### src/rtl/rv32i_pkg.sv
// rv32i_pkg: opcodes, PC-select encodings, sequencer states and instruction classes
// shared by the rv32i control and datapath blocks.
package rv32i_pkg;
    localparam logic [6:0] OP_BRANCH = 7'b1100011;
    localparam logic [6:0] OP_JAL    = 7'b1101111;
    localparam logic [6:0] OP_JALR   = 7'b1100111;
    localparam logic [6:0] OP_LOAD   = 7'b0000011;
    localparam logic [6:0] OP_STORE  = 7'b0100011;
    localparam logic [6:0] OP_OP     = 7'b0110011;
    localparam logic [6:0] OP_OP_IMM = 7'b0010011;
    localparam logic [6:0] OP_LUI    = 7'b0110111;
    localparam logic [6:0] OP_AUIPC  = 7'b0010111;
    localparam logic [6:0] OP_SYSTEM = 7'b1110011;

    localparam logic [1:0] PC_SEL_PLUS4  = 2'b00;
    localparam logic [1:0] PC_SEL_BRANCH = 2'b01;
    localparam logic [1:0] PC_SEL_JAL    = 2'b10;
    localparam logic [1:0] PC_SEL_JALR   = 2'b11;

    typedef enum logic [2:0] {
        ST_IDLE, ST_FETCH, ST_DECODE, ST_EXEC, ST_MEM, ST_WB, ST_HALT
    } seq_state_e;

    typedef enum logic [2:0] {
        CLS_ALU, CLS_BRANCH, CLS_JAL, CLS_JALR, CLS_LOAD, CLS_STORE, CLS_SYSTEM, CLS_ILLEGAL
    } instr_class_e;

    function automatic logic [1:0] pc_sel_of(instr_class_e c);
        return c == CLS_BRANCH ? PC_SEL_BRANCH :
               c == CLS_JAL    ? PC_SEL_JAL    :
               c == CLS_JALR   ? PC_SEL_JALR   : PC_SEL_PLUS4;
    endfunction
endpackage

### src/rtl/instr_class_dec.sv
// instr_class_dec: combinational opcode-to-instruction-class decoder.
module instr_class_dec
    import rv32i_pkg::*;
(
    input  logic [6:0] opcode,
    output logic [2:0] cls
);
    always_comb begin
        case (opcode)
            OP_BRANCH:                          cls = CLS_BRANCH;
            OP_JAL:                             cls = CLS_JAL;
            OP_JALR:                            cls = CLS_JALR;
            OP_LOAD:                            cls = CLS_LOAD;
            OP_STORE:                           cls = CLS_STORE;
            OP_OP, OP_OP_IMM, OP_LUI, OP_AUIPC: cls = CLS_ALU;
            OP_SYSTEM:                          cls = CLS_SYSTEM;
            default:                            cls = CLS_ILLEGAL;
        endcase
    end
endmodule

### src/rtl/pc_sequencer.sv
// pc_sequencer: multi-cycle fetch/decode/exec/mem/wb control for the rv32i core.
// Define PC_SEQ_MISALIGN_TRAP_EN to halt on misaligned control-transfer targets.
module pc_sequencer
    import rv32i_pkg::*;
#(
    parameter int IMEM_TIMEOUT = 0
) (
    input  logic        clk,
    input  logic        rst_n,
    input  logic [31:0] pc,
    input  logic [31:0] pc_next,
    input  logic        s_branch,
    output logic        imem_req,
    output logic [31:0] imem_addr,
    input  logic        imem_ack,
    input  logic [31:0] imem_rdata,
    output logic [31:0] instr,
    output logic        dmem_req,
    output logic        dmem_we,
    input  logic        dmem_ack,
    output logic [1:0]  pc_sel,
    output logic        pc_en,
    output logic        rf_we,
    output logic        halt,
    output logic        illegal,
    output logic        misalign
);
    seq_state_e   state_q, state_d;
    logic [31:0]  ir_q, ir_d, wait_q, wait_d;
    logic         illegal_q, illegal_d, misalign_q, misalign_d;
    logic [2:0]   cls_raw;
    instr_class_e cls;
    logic         trap;

    instr_class_dec u_dec (.opcode(ir_q[6:0]), .cls(cls_raw));
    assign cls = instr_class_e'(cls_raw);

`ifdef PC_SEQ_MISALIGN_TRAP_EN
    // a not-taken branch falls through to pc+4, so only taken branches can trap
    assign trap = (cls == CLS_BRANCH ? s_branch : (cls == CLS_JAL || cls == CLS_JALR))
                  && pc_next[1:0] != 2'b00;
`else
    logic unused_inputs;
    assign unused_inputs = s_branch ^ (^pc_next);
    assign trap = 1'b0;
`endif

    always_comb begin
        state_d    = state_q;
        ir_d       = ir_q;
        wait_d     = '0;
        illegal_d  = illegal_q;
        misalign_d = misalign_q;
        imem_req   = 1'b0;
        dmem_req   = 1'b0;
        dmem_we    = 1'b0;
        pc_en      = 1'b0;
        rf_we      = 1'b0;
        case (state_q)
            ST_IDLE: state_d = ST_FETCH;
            ST_FETCH: begin
                imem_req = 1'b1;
                if (imem_ack) begin
                    ir_d    = imem_rdata;
                    state_d = ST_DECODE;
                end else if (IMEM_TIMEOUT > 0 && wait_q == 32'(IMEM_TIMEOUT - 1)) begin
                    state_d   = ST_HALT;
                    illegal_d = 1'b1;
                end else begin
                    wait_d = wait_q + 32'd1;
                end
            end
            ST_DECODE: begin
                state_d   = (cls == CLS_SYSTEM || cls == CLS_ILLEGAL) ? ST_HALT : ST_EXEC;
                illegal_d = illegal_q | (cls == CLS_ILLEGAL);
            end
            ST_EXEC: begin
                if (cls == CLS_LOAD || cls == CLS_STORE) begin
                    state_d = ST_MEM;
                end else if (trap) begin
                    state_d    = ST_HALT;
                    misalign_d = 1'b1;
                end else begin
                    pc_en   = 1'b1;
                    rf_we   = cls != CLS_BRANCH;
                    state_d = ST_FETCH;
                end
            end
            ST_MEM: begin
                dmem_req = 1'b1;
                dmem_we  = cls == CLS_STORE;
                state_d  = dmem_ack ? ST_WB : ST_MEM;
            end
            ST_WB: begin
                pc_en   = 1'b1;
                rf_we   = cls == CLS_LOAD;
                state_d = ST_FETCH;
            end
            default: ;
        endcase
    end

    always_ff @(posedge clk or negedge rst_n) begin
        if (!rst_n) begin
            state_q    <= ST_IDLE;
            ir_q       <= '0;
            wait_q     <= '0;
            illegal_q  <= 1'b0;
            misalign_q <= 1'b0;
        end else begin
            state_q    <= state_d;
            ir_q       <= ir_d;
            wait_q     <= wait_d;
            illegal_q  <= illegal_d;
            misalign_q <= misalign_d;
        end
    end

    assign pc_sel    = (state_q inside {ST_DECODE, ST_EXEC, ST_MEM, ST_WB}) ? pc_sel_of(cls) : PC_SEL_PLUS4;
    assign imem_addr = pc;
    assign instr     = ir_q;
    assign halt      = state_q == ST_HALT;
    assign illegal   = illegal_q;
    assign misalign  = misalign_q;
endmodule

### config.mk
export PLATFORM = sky130hd
export DESIGN_NAME = pc_sequencer
export DESIGN_NICKNAME = d
export VERILOG_FILES = /design/src/rtl/rv32i_pkg.sv /design/src/rtl/instr_class_dec.sv /design/src/rtl/pc_sequencer.sv
export SDC_FILE = /design/constraint.sdc
export NUM_CORES = 1
export LEC_CHECK = 0
export CORE_MARGIN = 10
export CORE_UTILIZATION = 34
export DETAILED_ROUTE_END_ITERATION = 12
export PLACE_DENSITY = 0.86
export SYNTH_ARGS = -nofsm -noshare
export SYNTH_HDL_FRONTEND = slang
export SYNTH_SLANG_ARGS = --single-unit
### constraint.sdc
create_clock -name clk -period 3.7 [get_ports clk]
set_input_delay 0.925 -clock clk [delete_from_list [all_inputs] [get_ports clk]]
set_output_delay 0.925 -clock clk [all_outputs]
set_load 0.02 [all_outputs]
* After elaboration in Yosys (flattened, before gate mapping)
Index checks and enable logic that the tools add are counted.
** Word-level totals
- Bits in registers :: 36
- Bits in latches :: 0
- Bits in writable memories :: 0
- Memory bits (read-only) :: 0
- Input bits :: 101
- Logic and storage cells :: 55
- Memories kept :: 0
** Operators by class
- Add/sub/neg operators :: 0
- $mul :: 0
- Divide/modulo/power cells :: 0
- $lt $le $gt $ge :: 0
- Equality and inequality tests :: 25
- Shift-type cells :: 0
- Muxes and demuxes :: 17
- Bitwise operators :: 1
- Reductions and logical operators :: 9
** Operators by type and width (count)
- equality test 7 bit (second input constant) :: 4
- equality test 3 bit (second input constant) :: 7
- equality test 7 x 6 -> 1 bit (second input constant) :: 3
- one-hot mux 3 bit (7 select lines) :: 1
- one-hot mux 3 bit (5 select lines) :: 1
- equality test 7 x 5 -> 1 bit (second input constant) :: 2
- equality test 3 x 2 -> 1 bit (second input constant) :: 4
- 2-to-1 mux 3 bit :: 3
- 2-to-1 mux 2 bit :: 4
- equality test 7 x 2 -> 1 bit (second input constant) :: 1
- equality test 3 x 1 -> 1 bit (second input constant) :: 2
- 2-to-1 mux 1 bit :: 6
- nonzero test 5 bit :: 1
- one-hot mux 1 bit (2 select lines) :: 2
- AND reduction 2 bit :: 2
- nonzero test 4 bit :: 1
- OR reduction 4 bit :: 1
- logical NOT 3 bit :: 1
- != test 3 x 1 -> 1 bit (second input constant) :: 1
- logical OR 1 bit :: 2
- != test 2 bit (second input constant) :: 1
- OR reduction 2 bit :: 1
- bitwise OR 1 bit :: 1

* Logic depth before layout (Yosys ltp)
Gate-level depths: netlist of the first run.
- Depth in word-level cells :: 8
- Depth in mapped cells :: 6

* Modules after synthesis
A second synthesis of the first run with hierarchy kept.
** Unflattened totals
- Cell total of the unflattened synthesis :: 168
- Area, all modules :: 2097.0 um^2
** Modules (own cells, without submodules)
- pc_sequencer :: times used 1, cells each 153, area an instance 1998.2 um^2, sequential area each 900.9 um^2
- instr_class_dec :: times used 1, cells each 15, area an instance 98.8 um^2, sequential area each 0.0 um^2

* Worst setup path before layout of the first run
Ideal clock, no wire load.
- Kind :: flip-flop to output port
- From :: register ir_q[6] (netlist: instr[6])
- To :: output port rf_we
- Arrival :: 1.825 ns
- Slack :: 0.950 ns
- Cell stages (with the launch flop) :: 6
- Buffers on the path :: 1
- Path through :: dfrtp_1 buf_2 or3b_1 a31oi_2 a21boi_1 o31ai_1
** Between the ends
- Longest elaborated chain between the ends :: 7
** RTL lines
- start, declared :: RTL line pc_sequencer.sv:29 : logic [31:0] ir_q, ir_d, wait_q, wait_d;
- start signal, assigned :: RTL line pc_sequencer.sv:112 : ir_q <= ir_d;
- equality test 7 x 6 -> 1 bit / equality test 7 x 5 -> 1 bit (equally long branches) :: RTL line instr_class_dec.sv:9 : case (opcode)
- OR reduction 4 bit :: RTL line instr_class_dec.sv:9
- one-hot mux 3 bit (7 select lines) * :: RTL line instr_class_dec.sv:9
- equality test 3 bit (on tied branches) :: RTL line pc_sequencer.sv:78, pc_sequencer.sv:96
- logical OR 1 bit :: RTL line pc_sequencer.sv:78 : if (cls == CLS_LOAD || cls == CLS_STORE) begin
- 2-to-1 mux 1 bit :: RTL line pc_sequencer.sv:78
- one-hot mux 1 bit (2 select lines) * :: RTL line pc_sequencer.sv:59 : case (state_q)
- end, declared :: RTL line pc_sequencer.sv:23 : output logic rf_we,
Every way passes the cells marked *; elsewhere a longest branch is shown, timed or not.

* Worst setup path after layout of the first run
- From :: register ir_q[4] (netlist: instr[4])
- To :: output port pc_sel[0]
** Between the ends
- Longest elaborated chain between the ends :: 8
** RTL lines
- equality test 7 x 6 -> 1 bit / equality test 7 x 5 -> 1 bit (equally long branches) :: RTL line instr_class_dec.sv:9
- OR reduction 4 bit :: RTL line instr_class_dec.sv:9
- one-hot mux 3 bit (7 select lines) * :: RTL line instr_class_dec.sv:9
- equality test 3 x 2 -> 1 bit :: RTL line rv32i_pkg.sv:31 : c == CLS_JALR ? PC_SEL_JALR : PC_SEL_PLUS4;
- 2-to-1 mux 2 bit :: RTL line rv32i_pkg.sv:31
- 2-to-1 mux 2 bit :: RTL line rv32i_pkg.sv:30 : c == CLS_JAL ? PC_SEL_JAL :
- 2-to-1 mux 2 bit * :: RTL line rv32i_pkg.sv:29 : return c == CLS_BRANCH ? PC_SEL_BRANCH :
- 2-to-1 mux 2 bit * :: RTL line pc_sequencer.sv:119 : assign pc_sel = (state_q inside {ST_DECODE, ST_EXEC, ST_MEM, ST_WB}) ? pc_sel_of(cls) : PC_SEL_PLUS4;
- end, declared :: RTL line pc_sequencer.sv:21 : output logic [1:0] pc_sel,
Marked as above.

==> results of run 1 <==
==> final cells by class <==
type | instances | area [µm²]
Multi-Input combinational cell | 79 | 791
Clock inverter | 1 | 7.51
Inverter | 4 | 15.0
Tap cell | 75 | 93.8
Fill cell | 539 | 3200
Timing Repair Buffer | 76 | 756
Clock buffer | 7 | 86.3
Sequential cell | 36 | 901
==> sequential cells by signal, summed over array words and instances (netlist names) <==
name and flops:
illegal 1, state_q 3, instr 32
==> synth_stat cells, types with 2 or more instances <==
master	number
or2b_1	2
buf_6	4
nand3_1	2
nand2b_1	2
a21o_1	2
mux2_4	29
inv_1	4
mux2_1	3
buf_4	34
a21oi_1	3
nand2_1	4
o21ai_0	2
nor2_1	5
o211ai_1	2
dfrtp_1	36
buf_2	2
==> power groups by stage <==
stage          Sequential (mW)  Combinational [mW]  Clock [mW]
4_1_cts                  0.783                1.34       0.305
6_report                 0.781                1.32       0.290
2_1_floorplan            0.942               0.697           0
3_3_place_gp             0.778                1.32           0
5_1_grt                  0.819                1.40       0.324
3_5_place_dp             0.783                1.34           0
==> worst reg2reg max path, stage by stage, from the launching register on <==
cell and delay [ns]:
dfrtp_1 0.57, nand2b_2 0.14, nor2_2 0.12, and2_4 0.55, mux2_1 0.41
==> path summary, 6_finish.rpt <==
| kind | from | end | slack [ns] | cells past startpoint |
|---|---|---|---|---|
| setup / recovery | instr[4] | pc_sel[0] | 0.34 | 5 |
| min in group asynchronous | rst_n | instr[4] | 0.73 | 1 |
| max in group asynchronous | rst_n | instr[16] | 2.46 | 1 |
| hold / removal | illegal | illegal | 0.47 | 1 |
| setup reg to reg | state_q[0] | instr[21] | 1.80 | 4 |
| hold reg to reg | illegal | illegal | 0.47 | 1 |
==> logic make-up (layout without fill, tap and decap cells) <==
kind of cell | after synthesis | in the layout | synth area share
buffers and inverters | 45 | 88 | 0.163
and+or+nand+nor | 29 | 29 | 0.0867
DFF | 36 | 36 | 0.446
other | 1 | 1 | 0.00186
muxes | 32 | 32 | 0.232
xor gates and xnor gates | 1 | 1 | 0.00434
AOI/OAI and AO/OA | 16 | 16 | 0.0663
==> per-layer routing <==
layer,track usage,up-vias
met2,0.163,65
li1,-,595
met3,0.0633,5
met1,0.105,633
met5,0,-
met4,0.0261,0
==> summary.md, run 1 <==
| Metric | Value |
|---|---|
| Outcome | `completed` |
| Placer congestion estimate | `0.765` |
| DP Area | `0.00256 mm²` |
| HP Class | `reg -> reg` |
| Yosys top cell by area | `dfrtp_1` |
| DR DRC count | `0` |
| CTS tree | `built` |
| TritonCTS buffer count | `5` |
| Final worst slack | `roughly 0.34 ns` |
| Final Hold Viols | `0` |
| Count of hold-fix buffers inserted at cts | `0` |
| Post-synth EDFFs | `0` |
| Syn Inst Count | `160` |
| Row Count | `28` |
| Flop pwr share | `0.327` |
| Chip width | `approximately 97 µm` |
| Root buf cell | `clkbuf_8` |
| Hold_ws | `0.465 ns` |
| Pins Over Slew Limit | `0` |
| Crit path buffers/inverters | `1` |
| CP top delay family | `simple AND/OR/NAND/NOR gates` |
| Sw Share | `0.379` |
| Synth top area share | `0.446` |
| Seq/Total Area, Yosys | `0.446` |
| CP arrival | `roughly 2.4 ns` |
| Mapped cell area | `around 0.002 mm²` |
| Starting Density | `0.345` |
| GRT overflow | `0` |
| Syn nets | `261` |
| Routed Antenna Nets | `0` |
| Top sig layer | `met4` |
| DIE AREA | `0.00943 mm²` |
| Placed wire-length estimate | `around 3.7 mm` |
| Setup TNS | `0 ns` |
| Leakage Power | `roughly 1.1 nW` |
| I/O Buffers | `between 70 and 80` |
| Crit path capture type | `primary output` |
| Tot Pwr | `~2.4 mW` |
| Final cell utilization of the core | `0.453` |
| Vias in the first global route | `roughly 1,400` |
| Logic pwr share | `0.552` |
| Synth async-reset ratio | `1.00` |
| Clk sinks | `36` |
| DRT iter0 DRCs | `33` |
| Slew @ Worst Pin | `0.805 ns` |
| RSZ-0062 raised after global routing | `no` |
| Non-filler cells, final | `between 200 and 300` |
| WL final | `4.80 mm` |
| Crit path cell chain | `or3b_1, a31oi_2, nand2_1, nor3_1, clkdlybuf4s50_1` |
| Layout Skew | `between 0.001 and 0.0015 ns` |
| Metal-1 WL | `between 1.5 and 2 mm` |
| Largest net degree at the start of global routing | `37` |
| IR drop worst, VDD | `around 0.00037 V` |
| Met3 wire len | `approximately 580 µm` |
| Critical Path Fanout Max | `11` |
| DP Worst Slack | `approximately 0.65 ns` |
| Crit path largest cell delay | `0.65 ns` |
| Internal power | `between 1 and 1.5 mW` |
| CTS H-tree depth | `2` |
| Wire per inst | `around 17 µm` |
| Via density | `4.67` |
| I/O pin count | `175` |
| Worst skew pair latency | `between 0.2 and 0.3 ns` |
| Slowest CP cell | `clkdlybuf4s50_1` |
| Crit start category | `register` |
| First-pass GRT wire length | `around 7.8 mm` |
| Layout area overhead | `31.1%` |
| # setup viols final | `0` |
| Layout cell share with drive strength beyond 1 | `0.207` |
| Layout Nets | `just over 300` |
| Clk pin slew, worst setup/hold paths | `0.07 ns` |
| Most frequent cells in the layout | `clkdlybuf4s50_1, dfrtp_1, mux2_4` |
| Clock power share | `0.122` |
| Met2 routed WL | `about 2.4 mm` |
| PostCTS Resize Cnt | `0` |
| Design Area, Final | `about 0.0027 mm²` |
| Global Route Usage Sum | `0.0999` |
| WP data required | `around 2.8 ns` |
| Slew HR | `0.463` |
| Post-CTS Setup Bufs | `0` |
| Yosys warnings | `0` |
| Commonest non-fill, non-tap cell in the layout | `clkdlybuf4s50_1` |
| Final period util | `0.907` |
| Most frequently used flop master after synthesis | `dfrtp_1` |
| Worst setup path class | `reg -> out` |
| CTS Buffer Depth | `2` |
| Max cap viols | `0` |
| TritonRoute pass-1 iters | `4` |
| Diodes inserted | `0` |
| Count of cell types in the netlist | `40` |
| Vias | `1,298` |
| Syn Area/Cell | `~13 µm²` |
| Core area | `between 0.005 and 0.006 mm²` |
| Yosys reg bits | `36` |
| Net Sw Power | `around 900 µW` |
| Height of the die | `about 100 µm` |
| Minimum clock period | `approximately 3.4 ns` |
| Antenna violations before repair | `0` |
| Cell Pwr Density | `between 900 and 1000 mW/mm²` |
| Leading post-synthesis cells by cell area | `dfrtp_1, mux2_4, buf_4, buf_6, mux2_1` |
| Fmax | `a little under 300 MHz` |
| Placed cells | `270` |
Note: power is estimated with default switching activity, not from simulation.
==> run 2: changes to the inputs <==
- SLEW_MARGIN: not set -> 20
==> results of run 2 <==
No change in the layout: final DEF, timing and power equal those of run 1.
